<file path="src/rtl/processor_boot_controller_pkg.sv">
// processor_boot_controller_pkg: shared state encoding and sizes for the boot controller
package processor_boot_controller_pkg;
  typedef enum logic [1:0] {
    CLEAR = 2'd0,
    LOAD  = 2'd1,
    RUN   = 2'd2
  } boot_state_e;
  localparam int REG_COUNT          = 64;
  localparam int REG_ADDR_WIDTH     = 6;
  localparam int WORD_WIDTH         = 32;
  localparam int DEFAULT_IMEM_DEPTH = 256;
endpackage

</file>
<file path="src/rtl/processor_boot_controller.sv">
// processor_boot_controller: clears the register file, loads a host program, then runs the processor until halted
module processor_boot_controller
  import processor_boot_controller_pkg::*;
#(
  parameter int IMEM_DEPTH      = DEFAULT_IMEM_DEPTH,
  parameter int IMEM_ADDR_WIDTH = 8
) (
  input  logic                        clock,
  input  logic                        reset_n,
  input  logic                        host_valid,
  output logic                        host_ready,
  input  logic [WORD_WIDTH-1:0]       host_data,
  input  logic                        host_last,
  input  logic                        host_halt,
  output logic                        imem_write_enable,
  output logic [IMEM_ADDR_WIDTH-1:0]  imem_write_address,
  output logic [WORD_WIDTH-1:0]       imem_write_data,
  output logic                        processor_reset,
  input  logic [REG_ADDR_WIDTH-1:0]   proc_rf_write_address,
  input  logic [WORD_WIDTH-1:0]       proc_rf_write_value,
  input  logic                        proc_rf_write_enable,
  output logic [REG_ADDR_WIDTH-1:0]   register_file_write_address,
  output logic [WORD_WIDTH-1:0]       register_file_write_value,
  output logic                        register_file_write_enable,
  output logic                        running,
  output logic [IMEM_ADDR_WIDTH:0]    load_count,
  output logic                        overflow
);
  localparam logic [IMEM_ADDR_WIDTH:0] DEPTH_COUNT = (IMEM_ADDR_WIDTH + 1)'(IMEM_DEPTH);
  boot_state_e                 state, next_state;
  logic [REG_ADDR_WIDTH-1:0]   clear_count;
  logic                        transfer, full, halt;
  // Handshake, write-port mux and next-state selection
  always_comb begin
    host_ready                  = state == LOAD;
    transfer                    = host_valid & host_ready;
    full                        = load_count == DEPTH_COUNT;
    halt                        = (state == RUN) & host_halt;
    imem_write_enable           = transfer & ~full;
    imem_write_address          = load_count[IMEM_ADDR_WIDTH-1:0];
    imem_write_data             = host_data;
    register_file_write_enable  = (state == CLEAR) | ((state == RUN) & proc_rf_write_enable);
    register_file_write_address = state == CLEAR ? clear_count : proc_rf_write_address;
    register_file_write_value   = state == RUN ? proc_rf_write_value : '0;
    next_state = state == CLEAR ? (&clear_count ? LOAD : CLEAR) :
                 state == LOAD  ? (transfer & host_last ? RUN : LOAD) :
                 state == RUN   ? (host_halt ? CLEAR : RUN) : CLEAR;
  end
  // State, counters and registered processor controls; a halt re-arms the counters for the next CLEAR
  always_ff @(posedge clock or negedge reset_n) begin
    if (!reset_n) begin
      state           <= CLEAR;
      clear_count     <= '0;
      load_count      <= '0;
      overflow        <= 1'b0;
      processor_reset <= 1'b1;
      running         <= 1'b0;
    end else begin
      state           <= next_state;
      processor_reset <= next_state != RUN;
      running         <= next_state == RUN;
      clear_count     <= state == CLEAR ? clear_count + REG_ADDR_WIDTH'(1) : '0;
      load_count      <= halt ? '0 : load_count + (IMEM_ADDR_WIDTH + 1)'(imem_write_enable);
      overflow        <= ~halt & (overflow | (transfer & full));
    end
  end
endmodule

</file>
<file path="config.mk">
export PLATFORM = sky130hd
export DESIGN_NAME = processor_boot_controller
export DESIGN_NICKNAME = d
export VERILOG_FILES = /design/src/rtl/processor_boot_controller_pkg.sv /design/src/rtl/processor_boot_controller.sv
export SDC_FILE = /design/constraint.sdc
export NUM_CORES = 1
export LEC_CHECK = 0
export BUFFER_PORTS_ARGS = -buffer_cell sky130_fd_sc_hd__buf_4
export CORE_MARGIN = 5
export CORE_UTILIZATION = 34
export DETAILED_ROUTE_END_ITERATION = 12
export HOLD_SLACK_MARGIN = 0.1
export MAX_ROUTING_LAYER = met4
export PLACE_DENSITY = 0.8
export SKIP_LAST_GASP = 1
export SLEW_MARGIN = 25
export SYNTH_ARGS = -nofsm -noshare
export SYNTH_HDL_FRONTEND = slang
export SYNTH_SLANG_ARGS = --single-unit
export TNS_END_PERCENT = 10
</file>
<file path="constraint.sdc">
create_clock -name clock -period 2.5 [get_ports clock]
set_clock_uncertainty 0.2 [all_clocks]
set_input_delay 0.125 -clock clock [delete_from_list [all_inputs] [get_ports clock]]
set_output_delay 0.125 -clock clock [all_outputs]
set_load 0.01 [all_outputs]
</file>
======== Yosys cells after proc, flatten, opt, wreduce, memory -nomap -nowiden ========
Index checks and enable logic that the tools add are counted.
storage, ports and cells
  word-level logic and storage cells ...... 36
  bits in registers ....................... 20
  output and inout port bits .............. 93
  bits of input ports ..................... 76
operators by class
  eq/ne operators ......................... 5
  add/subtract/negate cells ............... 2
  bitwise gates (word level) .............. 11
  multiplexer cells ....................... 10
  reductions and logical operators ........ 2
operators by type and width
  operator                                                                number
  32-bit 2-to-1 mux                                                       1
  6-bit 2-to-1 mux                                                        2
  2-bit 2-to-1 mux                                                        5
  9-bit by 1-bit adder with 9-bit output                                  1
  9-bit equality test (second input constant)                             1
  9-bit 2-to-1 mux                                                        1
  1-bit bitwise AND                                                       7
  6-bit by 1-bit adder with 6-bit output (second input constant)          1
  6-bit AND reduction                                                     1
  2-bit equality test (second input constant)                             2
  2-bit by 1-bit equality test with 1-bit output (second input constant)  1
  2-bit logical NOT                                                       1
  2-bit != test (second input constant)                                   1
  1-bit inverter                                                          2
  1-bit OR                                                                2
  1-bit 2-to-1 mux                                                        1

======== Longest topological paths before layout ========
  depth in word-level cells ............... 7
  gate-level depth with buffers ........... 8
  depth with buffers taken out ............ 8

======== Worst setup path before layout ========
OpenSTA, ideal clock, no wires.
  path type ............................... reg-to-reg
  start point ............................. register load_count[2]
  end point ............................... register load_count[8]
  library setup time ...................... 0.074 ns
  path slack .............................. 0.288 ns
  required time ........................... 2.226 ns
  path buffers ............................ 0
  data arrival time ....................... 1.938 ns
  clock period less this slack ............ 2.212 ns
  cell stages (with the launch flop) ...... 9
  path through ............................ dfrtp_1 nor3_1 nand3_1 and2_1 ha_1 ha_1 nand2_1 or4_4 a21oi_2
between the ends
  word-level cells in the longest chain between the ends .. 5
ends and longest elaborated chain
  what                                    RTL line                         RTL
  from (decl)                             processor_boot_controller.sv:26  output logic [IMEM_ADDR_WIDTH:0] load_count,
  from (signal assigned)                  processor_boot_controller.sv:63  load_count <= halt ? '0 : load_count + (IMEM_ADDR_WIDTH + 1)'(imem_write_enable);
  9-bit equality test                     processor_boot_controller.sv:37  full = load_count == DEPTH_COUNT;
  1-bit inverter                          processor_boot_controller.sv:39  imem_write_enable = transfer & ~full;
  1-bit bitwise AND                       processor_boot_controller.sv:39
  net imem_write_enable                   processor_boot_controller.sv:15  output logic imem_write_enable,
  9-bit by 1-bit adder with 9-bit output  processor_boot_controller.sv:63
  9-bit 2-to-1 mux                        processor_boot_controller.sv:63
The timed path passes the listed nets, and every way through them passes these cells.

======== Final worst setup path ========
  start point ............................. register state[1]
  end point ............................... register load_count[8]
between the ends
  word-level cells in the longest chain between the ends .. 5
  elaborated cells on any way between the ends .. 7
  classes of those cells .................. add/sub: 1; eq/ne: 2; mux: 1; bitwise: 3
ends and longest elaborated chain
  what                                            RTL line                         RTL
  from (decl)                                     processor_boot_controller.sv:30  boot_state_e state, next_state;
  from (signal assigned)                          processor_boot_controller.sv:59  state <= next_state;
  2-bit by 1-bit equality test with 1-bit output  processor_boot_controller.sv:35  host_ready = state == LOAD;
  1-bit bitwise AND                               processor_boot_controller.sv:36  transfer = host_valid & host_ready;
  1-bit bitwise AND                               processor_boot_controller.sv:39
  9-bit by 1-bit adder with 9-bit output          processor_boot_controller.sv:63
  9-bit 2-to-1 mux *                              processor_boot_controller.sv:63
Every way passes the cells marked *; elsewhere a longest branch is shown, timed or not.

==> flow_summary.yaml <==
timing:
  rsz0062_at_grt: "false"
  hold_viol_final: 0
  final-setup-viol-count: 0
  tns_ns: 0
  worst_pin_slew_ns: 0.475
  fin_crit_ns: 2.37
  slew_violations: 0
  fmax_mhz: 421
  maxSlewHeadroom_pct: 68.3
  post-route-period-util_pct: 94.9
power:
  power_mw: 1.57
  p_sw_share_pct: 36.0
  p_sw_mw: 0.564
  p_per_area_mw_per_mm2: 633
  p_int_mw: 1.00
  combPwrFrac_pct: 52.6
  p_clk_share_pct: 15.6
  seq_power_share_pct: 31.9
  p_leak_nw: 1.27
  irDropWorstVdd_v: 0.000244
drt:
  first_pass_iters: 5
  drc: 0
  vias: 1547
  drt_iter0_drc: 60
  wl_per_cell_um: 15.6
  wirelength_um: 5110
  vias_per_cell: 4.73
  antenna_left: 0
die:
  start_util_pct: 35.0
  fp.coreArea_mm2: 0.00432
  dieWidth_um: 76.7
  io_pins: 169
  row_count: 24
  dieArea_mm2: 0.00588
  die_h_um: 76.7
yosys:
  synth-compound-area-share_pct: 6.62
  synth_edf_count: 0
  post-synth-top-count-cell: "buf_4"
  muxShareOfSynthArea_pct: 4.47
  ys_async_sr_fraction_pct: 100
  synthCells: 173
  synth_fp_nets: 252
  yosysTopAreaCell: "dfrtp_1"
  ys_seq_elements: 20
  synthSimpleGateAreaFrac_pct: 27.8
  synth_top_family_by_area: "simple AND/OR/NAND/NOR gates"
  synth_xor_area_share_pct: 3.48
  synth_adder_area_share_pct: 2.48
  synthFlopType: "dfrtp_1"
  synth.distinct_cells: 32
  ys_top_cells_by_count: "40 x buf_4, 36 x and2_1, 19 x dfrtp_1"
  avgSynthCellArea_um2: 8.74
  yosys_warnings: 0
  ys_seq_area_share_pct: 33.2
  synth_area_leaders: "dfrtp_1 31%, buf_4 20%, and2_1 15%, mux2_1 4.5%, ha_1 2.5%"
  synth_top_area_share_pct: 31.5
  netlist_area_mm2: 0.00151
job:
  cap_violations: 0
placed_design:
  finalWeightedCongestion: 0.827
  dp_hpwl_um: 3520
  port_buffers: 104
layout:
  drive_gt1_share_pct: 41.5
  nFillCells: 390
  syn2layout_area_growth_pct: 63.7
  final_nets: 355
  diodes: 0
clocking:
  root_buffer: "clkbuf_8"
  clkSinkCount: 20
  cts_max_path_buffers: 2
  clock_latency_ns: 0.25
  post_cts_resized: 0
  h-tree-depth: 1
  cts_tree: "built"
  path_clk_slew_ns: 0.07
  cts_made_buffers: 3
critical_path:
  reg2regPathDepth: 7
  slowest_delay_ns: 0.50
  worst_path_max_delay_cell: "or4_4"
  endpoint_kind: "flop"
  crit_path_frequent_cell: "ha_1"
  critPathKind: "flop to flop"
  critical_path.max_fanout: 7
  crit_chain: "and3b_1, and2_1, ha_1, ha_1, nand2_1, or4_4, a21oi_2"
  crit_path_start_kind: "flop"
  r2r_slack_ns: 0.13
  cp.required_ns: 2.49
  r2r-start: "state[1]"
  r2r_end: "load_count[8]"
  arrival_ns: 2.36
global_route:
  gr-usage-met1_pct: 16.8
  grt_usage_pct: 16.9
  grt_use_met2_pct: 31.2
  top_usage_layer: "met2"
  grt_pass1_vias: 1626
  grt_max_degree: 35
  grt-ovfl-total: 0
  met3_usage_pct: 3.63
  antenna_found_initial: 0
  grt_pass1_wl_um: 8060
status:
  status: "finished, final reports clean"
min_path:
  hold_class: "input pin to asynchronous set/reset pin"
worst max path at each step:
stage | start | endpoint | slack [ns] | depth (start not counted)
after detailed placement | state[1] | load_count[8] | 0.19 | 7
after global routing | load_count[3] | load_count[6] | 0.008 | 8
after CTS | state[1] | load_count[8] | 0.14 | 7
after floorplan | load_count[2] | load_count[8] | 0.29 | 8
final | state[1] | load_count[8] | 0.13 | 7
after global placement | state[1] | load_count[8] | 0.29 | 7
per-layer routing:
metal | wire length (um) | part of all wire [%]
met3 | 401 | 7.9
met4 | 156 | 3.1
met1 | 1690 | 33
met5 | 0 | 0
met2 | 2860 | 56
power by group through the flow:
stage               Clock [mW]  Sequential (mW)  Combinational (mW)
floorplan                    0            0.500               0.453
global placement             0            0.498               0.748
detailed placement           0            0.506               0.766
CTS                      0.248            0.499               0.839
global route             0.262            0.513               0.906
finish                   0.244            0.499               0.823
cells in the final DEF (no fill, tap or decap), drive strengths merged, types with 2 or more instances in the layout:
master / synthesis / layout
inv: 3 / 3
mux2: 6 / 6
dfrtp: 19 / 19
and2: 36 / 36
nor2: 9 / 9
o21a: 2 / 2
nand3: 6 / 6
or3: 3 / 3
nand2: 8 / 8
o21ai: 5 / 5
ha: 3 / 3
dlygate4sd3: 0 / 37
or4: 2 / 2
nor2b: 2 / 2
buf: 41 / 106
clkbuf: 4 / 4
xor2: 4 / 4
a21oi: 7 / 7
xnor2: 2 / 2
o31ai: 2 / 2
flip-flops by register name (all words and copies together) (netlist names):
register         cells
clear_count          6
load_count           9
overflow             1
processor_reset      1
running              1
state                2
cell families after synthesis:
family / after synthesis
buffers and inverters: 48
AND/OR/NAND/NOR: 73
multiplexers: 6
adder cells (fa/ha/maj): 3
XOR/XNOR: 6
flip-flops: 20
AO/OA/AOI/OAI: 17
cell type report:
cell class | count | area [um^2] | share of cell area (%)
Timing Repair Buffer | 143 | 1160 | 47.0
Multi-Input combinational cell | 105 | 678 | 27.4
Sequential cell | 20 | 502 | 20.3
Tap cell | 52 | 65.1 | 2.63
Clock buffer | 4 | 55.1 | 2.22
Inverter | 3 | 11.3 | 0.455
critical path: cells and delay by family, from the launching register on:
kind                     cells  cell delay [ns]
flip-flops                   1             0.44
AND/OR/NAND/NOR              4             1.10
AO/OA/AOI/OAI                1             0.13
adder cells (fa/ha/maj)      2             0.43
stage by stage:
stage / hold WS (ns) / util, % / setup WS [ns] / cell area (um^2) / cells
finish: 0.148 / 57.2 / 0.126 / 2470 / 327
global route: 0.148 / 57.2 / 0.00776 / 2470 / 327
CTS: 0.150 / 57.3 / 0.142 / 2480 / 327
detailed placement: -0.183 / 47.3 / 0.186 / 2040 / 285
global placement: -0.184 / 47.3 / 0.286 / 2040 / 285
floorplan: -0.371 / - / 0.288 / 1510 / 173
timing repair:
action	in CTS	in global routing
buffers inserted	0	0
endpoints found under the hold margin	58	0
hold buffers	38	0
Note: power is estimated with default switching activity, not from simulation.
